File: src/rtl/global_config_pkg.sv
// Shared configuration package for the pipeline handshake blocks.
// Holds the valid/ready handshake bundle, the skid buffer state encoding
// and a small helper that decides whether a beat moves on a given edge.
package global_config_pkg;

    // One side of a valid/ready link as seen at a single clock edge.
    typedef struct packed {
        logic valid;
        logic ready;
    } handshake_t;

    // Occupancy of a two-entry skid buffer.
    typedef enum logic [1:0] {
        EMPTY = 2'd0,
        BUSY  = 2'd1,
        FULL  = 2'd2
    } skid_state_e;

    // Width of the optional performance counters.
    localparam int unsigned HS_PERF_CNT_W = 32;

    // A beat transfers on an edge only when both valid and ready are high.
    function automatic logic hs_xfer(input handshake_t hs);
        return hs.valid & hs.ready;
    endfunction

endpackage

File: src/rtl/hs_sat_counter.sv
// Saturating up-counter used by the skid buffer performance monitors.
// Counts edges on which inc_i is high and sticks at the all-ones value
// instead of wrapping, so a long-running stall never reads back as small.
module hs_sat_counter #(
    parameter int unsigned WIDTH = 32
) (
    input  logic             clk_i,
    input  logic             rst_ni,
    input  logic             inc_i,
    output logic [WIDTH-1:0] cnt_o
);

    logic [WIDTH-1:0] cnt_q;
    logic [WIDTH-1:0] cnt_d;
    logic             at_max;

    assign at_max = &cnt_q;

    // Next count: step by one when asked, but never past the top value.
    always_comb begin
        cnt_d = cnt_q;
        if (inc_i && !at_max) begin
            cnt_d = cnt_q + {{(WIDTH-1){1'b0}}, 1'b1};
        end
    end

    // Count register, cleared only by reset.
    always_ff @(posedge clk_i or negedge rst_ni) begin
        if (!rst_ni) begin
            cnt_q <= '0;
        end else begin
            cnt_q <= cnt_d;
        end
    end

    assign cnt_o = cnt_q;

endmodule

File: src/rtl/hs_skid_buffer.sv
// Two-entry skid buffer for the valid/ready pipeline handshake.
// Every output is a flop, so ready timing from downstream never reaches
// upstream in the same cycle. A main register feeds the output and a skid
// register catches the one beat that arrives while downstream stalls.
// Optional feature: define TRIATHLON_HS_PERF_EN to add the stall_cnt_o and
// full_cnt_o saturating performance counters.
module hs_skid_buffer
    import global_config_pkg::*;
#(
    parameter int unsigned DATA_W = 32
) (
    input  logic              clk_i,
    input  logic              rst_ni,
    input  logic              flush_i,
    input  logic              in_valid_i,
    output logic              in_ready_o,
    input  logic [DATA_W-1:0] in_data_i,
    output logic              out_valid_o,
    input  logic              out_ready_i,
    output logic [DATA_W-1:0] out_data_o
`ifdef TRIATHLON_HS_PERF_EN
    ,
    output logic [HS_PERF_CNT_W-1:0] stall_cnt_o,
    output logic [HS_PERF_CNT_W-1:0] full_cnt_o
`endif
);

    skid_state_e       state_q;
    skid_state_e       state_d;
    logic [DATA_W-1:0] main_q;
    logic [DATA_W-1:0] main_d;
    logic [DATA_W-1:0] skid_q;
    logic [DATA_W-1:0] skid_d;
    logic              out_valid_q;
    logic              out_valid_d;
    logic              in_ready_q;
    logic              in_ready_d;

    handshake_t        in_hs;
    handshake_t        out_hs;
    logic              in_xfer;
    logic              out_xfer;

    // Handshakes are judged against the registered ready/valid, never
    // against anything derived combinationally from the other side.
    assign in_hs.valid  = in_valid_i;
    assign in_hs.ready  = in_ready_q;
    assign out_hs.valid = out_valid_q;
    assign out_hs.ready = out_ready_i;
    assign in_xfer      = hs_xfer(in_hs);
    assign out_xfer     = hs_xfer(out_hs);

    // Occupancy FSM and datapath steering; flush overrides every transfer.
    always_comb begin
        state_d = state_q;
        main_d  = main_q;
        skid_d  = skid_q;
        if (flush_i) begin
            state_d = EMPTY;
        end else begin
            unique case (state_q)
                EMPTY: begin
                    if (in_xfer) begin
                        state_d = BUSY;
                        main_d  = in_data_i;
                    end
                end
                BUSY: begin
                    if (in_xfer && !out_xfer) begin
                        state_d = FULL;
                        skid_d  = in_data_i;
                    end else if (in_xfer && out_xfer) begin
                        main_d  = in_data_i;
                    end else if (out_xfer) begin
                        state_d = EMPTY;
                    end
                end
                FULL: begin
                    if (out_xfer) begin
                        state_d = BUSY;
                        main_d  = skid_q;
                    end
                end
                default: begin
                    state_d = EMPTY;
                end
            endcase
        end
        out_valid_d = (state_d != EMPTY);
        in_ready_d  = (state_d != FULL);
    end

    // State, payload and handshake flops; ready stays low throughout reset.
    always_ff @(posedge clk_i or negedge rst_ni) begin
        if (!rst_ni) begin
            state_q     <= EMPTY;
            main_q      <= '0;
            skid_q      <= '0;
            out_valid_q <= 1'b0;
            in_ready_q  <= 1'b0;
        end else begin
            state_q     <= state_d;
            main_q      <= main_d;
            skid_q      <= skid_d;
            out_valid_q <= out_valid_d;
            in_ready_q  <= in_ready_d;
        end
    end

    assign in_ready_o  = in_ready_q;
    assign out_valid_o = out_valid_q;
    assign out_data_o  = main_q;

`ifdef TRIATHLON_HS_PERF_EN
    logic stall_inc;
    logic full_inc;

    // A stall is a cycle where a beat is offered downstream but refused.
    assign stall_inc = out_valid_q & ~out_ready_i;
    assign full_inc  = (state_q == FULL);

    hs_sat_counter #(
        .WIDTH (HS_PERF_CNT_W)
    ) u_stall_cnt (
        .clk_i  (clk_i),
        .rst_ni (rst_ni),
        .inc_i  (stall_inc),
        .cnt_o  (stall_cnt_o)
    );

    hs_sat_counter #(
        .WIDTH (HS_PERF_CNT_W)
    ) u_full_cnt (
        .clk_i  (clk_i),
        .rst_ni (rst_ni),
        .inc_i  (full_inc),
        .cnt_o  (full_cnt_o)
    );
`endif

endmodule

File: config.mk
export PLATFORM = sky130hd
export DESIGN_NAME = hs_skid_buffer
export DESIGN_NICKNAME = d
export VERILOG_FILES = /design/src/rtl/global_config_pkg.sv /design/src/rtl/hs_sat_counter.sv /design/src/rtl/hs_skid_buffer.sv
export SDC_FILE = /design/constraint.sdc
export NUM_CORES = 1
export LEC_CHECK = 0
export CORE_ASPECT_RATIO = 1.4
export CORE_MARGIN = 3
export CORE_UTILIZATION = 40
export DETAILED_ROUTE_END_ITERATION = 12
export PLACE_DENSITY = 0.64
export SETUP_SLACK_MARGIN = 0.2
export SKIP_LAST_GASP = 1
export SLEW_MARGIN = 10
export SYNTH_ARGS = -nofsm -noshare
export SYNTH_HDL_FRONTEND = slang
export SYNTH_SLANG_ARGS = --single-unit
File: constraint.sdc
create_clock -name clk_i -period 3.25 [get_ports clk_i]
set_input_delay 0.325 -clock clk_i [delete_from_list [all_inputs] [get_ports clk_i]]
set_output_delay 0.325 -clock clk_i [all_outputs]
set_load 0.02 [all_outputs]
Word level (Yosys, flattened, before mapping)
Cells that the tools add are included.

storage, ports and cells
  word-level logic and storage cells = 35
  output and inout port bits = 34
  bits in registers = 68

cells by class
  reduce and logical (&&, ||, !) cells = 8
  multiplexer cells = 12
  bitwise operators = 3
  equality and inequality tests = 7

operator list
  kind                  number
  $mux W32              4
  $pmux W32 S3          1
  $mux W2               6
  $ne A2 B2 Y1 const B  5
  $pmux W2 S3           1
  $reduce_and A6 Y1     1
  $reduce_and A3 Y1     1
  $reduce_bool A3 Y1    1
  $and A1 B1 Y1         2
  $eq A2 B1 Y1 const B  1
  $eq A2 B2 Y1 const B  1
  $logic_and A1 B1 Y1   2
  $logic_not A2 Y1      1
  $reduce_bool A2 Y1    1
  $logic_not A1 Y1      1
  $not A1 Y1            1

Depth between registers and ports, before layout
  depth in word-level cells = 7
  gate-level depth with buffers = 5
  depth with buffers taken out = 3

Worst setup path after synthesis
No wires, ideal clock.

  path type = reg-to-reg
  start = register in_ready_q, in the netlist in_ready_o
  end = register main_q[18], in the netlist out_data_o[18]
  data arrival time = 1.534 ns
  buffers on the path = 1
  path slack = 1.591 ns
  required time = 3.125 ns
  period minus slack after synthesis = 1.659 ns
  stages on the path, launching flop included = 5
  setup time = 0.125 ns
  cells stage by stage = dfrtp_1 -> nand2_1 -> o32ai_4 -> buf_8 -> mux2_2

between the ends
  longest elaborated chain between the ends = 4

ends and longest elaborated chain
  what                                           RTL line                                    RTL
  start: declaration                             hs_skid_buffer.sv:36                        logic in_ready_q;
  start signal: assignment                       hs_skid_buffer.sv:106                       in_ready_q <= in_ready_d;
  $and A1 B1 Y1 *                                global_config_pkg.sv:24                     return hs.valid & hs.ready;
  $logic_and A1 B1 Y1, on equally long branches  hs_skid_buffer.sv:72, hs_skid_buffer.sv:69
  $ne A2 B2 Y1 (no line)                         -
  $reduce_and A6 Y1 (no line) *                  -
  end signal: assignment                         hs_skid_buffer.sv:103                       main_q <= main_d;
  end: declaration                               hs_skid_buffer.sv:30                        logic [DATA_W-1:0] main_q;

Mark *: on every way between the ends. The rest lies on a longest branch, timed or not.
A chain may end at the register's enable or synchronous reset.

Worst setup path after layout
  start = register state_q[1]
  end = register main_q[28], in the netlist out_data_o[28]

between the ends
  longest elaborated chain between the ends = 3

ends and longest elaborated chain
  what                                                                 RTL line               RTL
  start: declaration                                                   hs_skid_buffer.sv:28   skid_state_e state_q;
  start signal: assignment                                             hs_skid_buffer.sv:102  state_q <= state_d;
  $eq A2 B1 Y1 (tied with other cells)                                 hs_skid_buffer.sv:61   unique case (state_q)
  $ne A2 B2 Y1 (no line) / $reduce_bool A3 Y1 (equally long branches)  -
  $reduce_and A6 Y1 (no line)                                          -

Several ways; a longest one is shown, not always the timed one.

==> metrics <==
Final #Nets 303; Cells after Synth 190; max-slew violation count 0; Area contributors post-synth dfrtp_1, mux2_2, mux2_4; Initial DRC Count 41; DRC Markers 0; synth-to-layout area growth 33.1%; # IOs 71; Initial Util 42.3%; period utilization 62.9%; Clock Path Buffers 2; Slew headroom 56.4%; Final Hold Vio Count 10; max layer used met4; Mean Syn Cell Area 15.8 um2; row cnt 36; postcts setup bufs 0; gpl congestion 0.663; sequential-to-total area share from yosys stat 56.5%; Max FO, Critical Path 20; clk root buf clkbuf_8; I/O Buffers 70; Remaining Overflow, GRT 0; Fin Clk Skew 0.00860 ns; worst-skew pair later-pin latency 0.34 ns; R2R setup slack 1.20 ns; P_leak 0.00167 uW; number of buffers created by CTS 9; hold_buf cts 0; height of the die 109 um; setup TNS 0 ns; Power Density around 760 mW/mm2; fmax slightly below 500 MHz; final setup violation count 0; dpl cells 350; top-count cell post-synth mux2_2; Total Routed Length 5680 um; HPWL Detailed 3790 um; commonest cells in the netlist mux2_2, dfrtp_1, mux2_4, buf_2; cell taking the most area after synthesis dfrtp_1; Max Cap Viol 0; first-pass GRT wire length 9580 um; flops & latches, synth ~70; CP arrival 2.26 ns; fin worst setup slack ~1.2 ns; Min-Delay Path Class primary input to async pin; met3 WL 325 um; ys async rst share 100%; CP startpoint kind register; Die Footprint roughly 0.0086 mm2; final worst path period need 2.05 ns; WHS -0.0186 ns; beginning of the critical path state_q[1]; Synth Flop Type dfrtp_1; Pre-antenna DRT Iters 4; Core ar. just over 0.007 mm2; fillers 656; CP Data Required Time 3.47 ns; RSZ-0062 raised after global routing false; post-route insts no fill about 370; Total GRT Usage 14.7%; layout cell share with drive strength beyond 1 about 44%; vias in the first global route 1957; Cell variety after synth 21; CTS tree yes; Worst setup EP type register; Post-Syn Nets about 230; Netlist Area Pre-Place approximately 0.003 mm2; Clock Sink Count around 70; antenna violations before repair 0; Slew @ Worst Pin ~0.65 ns; DR WL met2 about 2800 um; routed length on met1 2430 um; Peak VDD IR 431 uV; YS warnings 0; failing checks negative hold slack; die width 79.3 um; Ant. Diodes 0; routed vias about 1.8k; CTS resizes 0; Final ANT Viol Nets 0; DR WL/cell 15.5 um; count of flip-flops with a built-in enable after synthesis 0; largest net degree at the start of global routing 69; critical path class register to register; outcome finished with violations; reg2reg start state_q[1]; Clock transition at path regs 0.07 ns; top cell type's share of synthesized area between 50 and 60%; pre-CTS setup slack 0.936 ns; drt via density around 4.9; H-tree Lvls 3; path depth of the worst reg2reg path 4; FF-to-FF End out_data_o[28]
## metrics by stage
step	util (%)	cell area (um2)	total power, uW
3_3_place_gp	53.7	3820	2370
4_1_cts	56.3	4010	3070
6_report	56.3	4010	3020
3_5_place_dp	53.7	3820	2400
5_1_grt	56.3	4010	3210
2_1_floorplan	-	3010	1940
## how the worst max path moves through the flow
stage / endpoint / slack [ns] / cells after the start
CTS: out_data_o[28] / 1.16 / 4
detailed placement: out_data_o[19] / 0.94 / 5
global route: out_data_o[28] / 1.09 / 4
global placement: out_data_o[9] / 0.96 / 5
finish: out_data_o[28] / 1.20 / 4
floorplan: out_data_o[18] / 1.59 / 4
## kinds of logic (layout without fill, tap and decap cells)
group,Yosys count,in the layout,share of synthesized area [%]
xor gates and xnor gates,1,1,0.291
AOI/OAI and AO/OA,7,7,2.33
and+or+nand+nor,7,7,1.54
buffers and inverters,11,92,2.49
DFF,68,68,56.5
muxes,96,96,36.8
## worst max-delay path: stages (launching register included)
cell and delay [ns]:
dfrtp_1 0.43, nor2b_4 0.60, buf_4 0.28, mux2_2 0.33
mux2_2 0.27
## report_power, final
| group | internal [uW] | switching, uW | total [uW] |
|---|---|---|---|
| sequential | 1190 | 167 | 1360 |
| clock | 351 | 308 | 659 |
| combinational | 609 | 401 | 1010 |
## final cells by class
type,count,area [um2],area share (%)
flip-flops and latches,68,1700,42.5
multi-input cells,111,1240,30.9
repair buffers,75,758,18.9
clock buffers,11,131,3.28
well taps,95,119,2.97
clock inverters,5,52.6,1.31
inverters,1,3.75,0.0937
## state kept, by name, summed over array words and instances, names as in the netlist
name,cells
in_ready_o,1
out_data_o,32
out_valid_o,1
skid_q,32
state_q,2
## cells in the final DEF (no fill, tap or decap), types with 2 or more instances in the layout
cell,synthesis,layout
a211oi_1,2,2
buf_12,0,2
buf_4,0,3
clkbuf_1,1,2
clkbuf_8,0,9
clkdlybuf4s50_1,0,69
clkinv_2,0,3
dfrtp_1,68,68
mux2_2,89,89
mux2_4,7,7
nand2_1,2,2
## metal layers
metal  track usage (%)  up-vias
li1                  -      831
met1              17.8      901
met2              23.6       48
met3              4.13       12
met4              8.11        0
met5                 0        -
(Power assumes the default switching activity.)
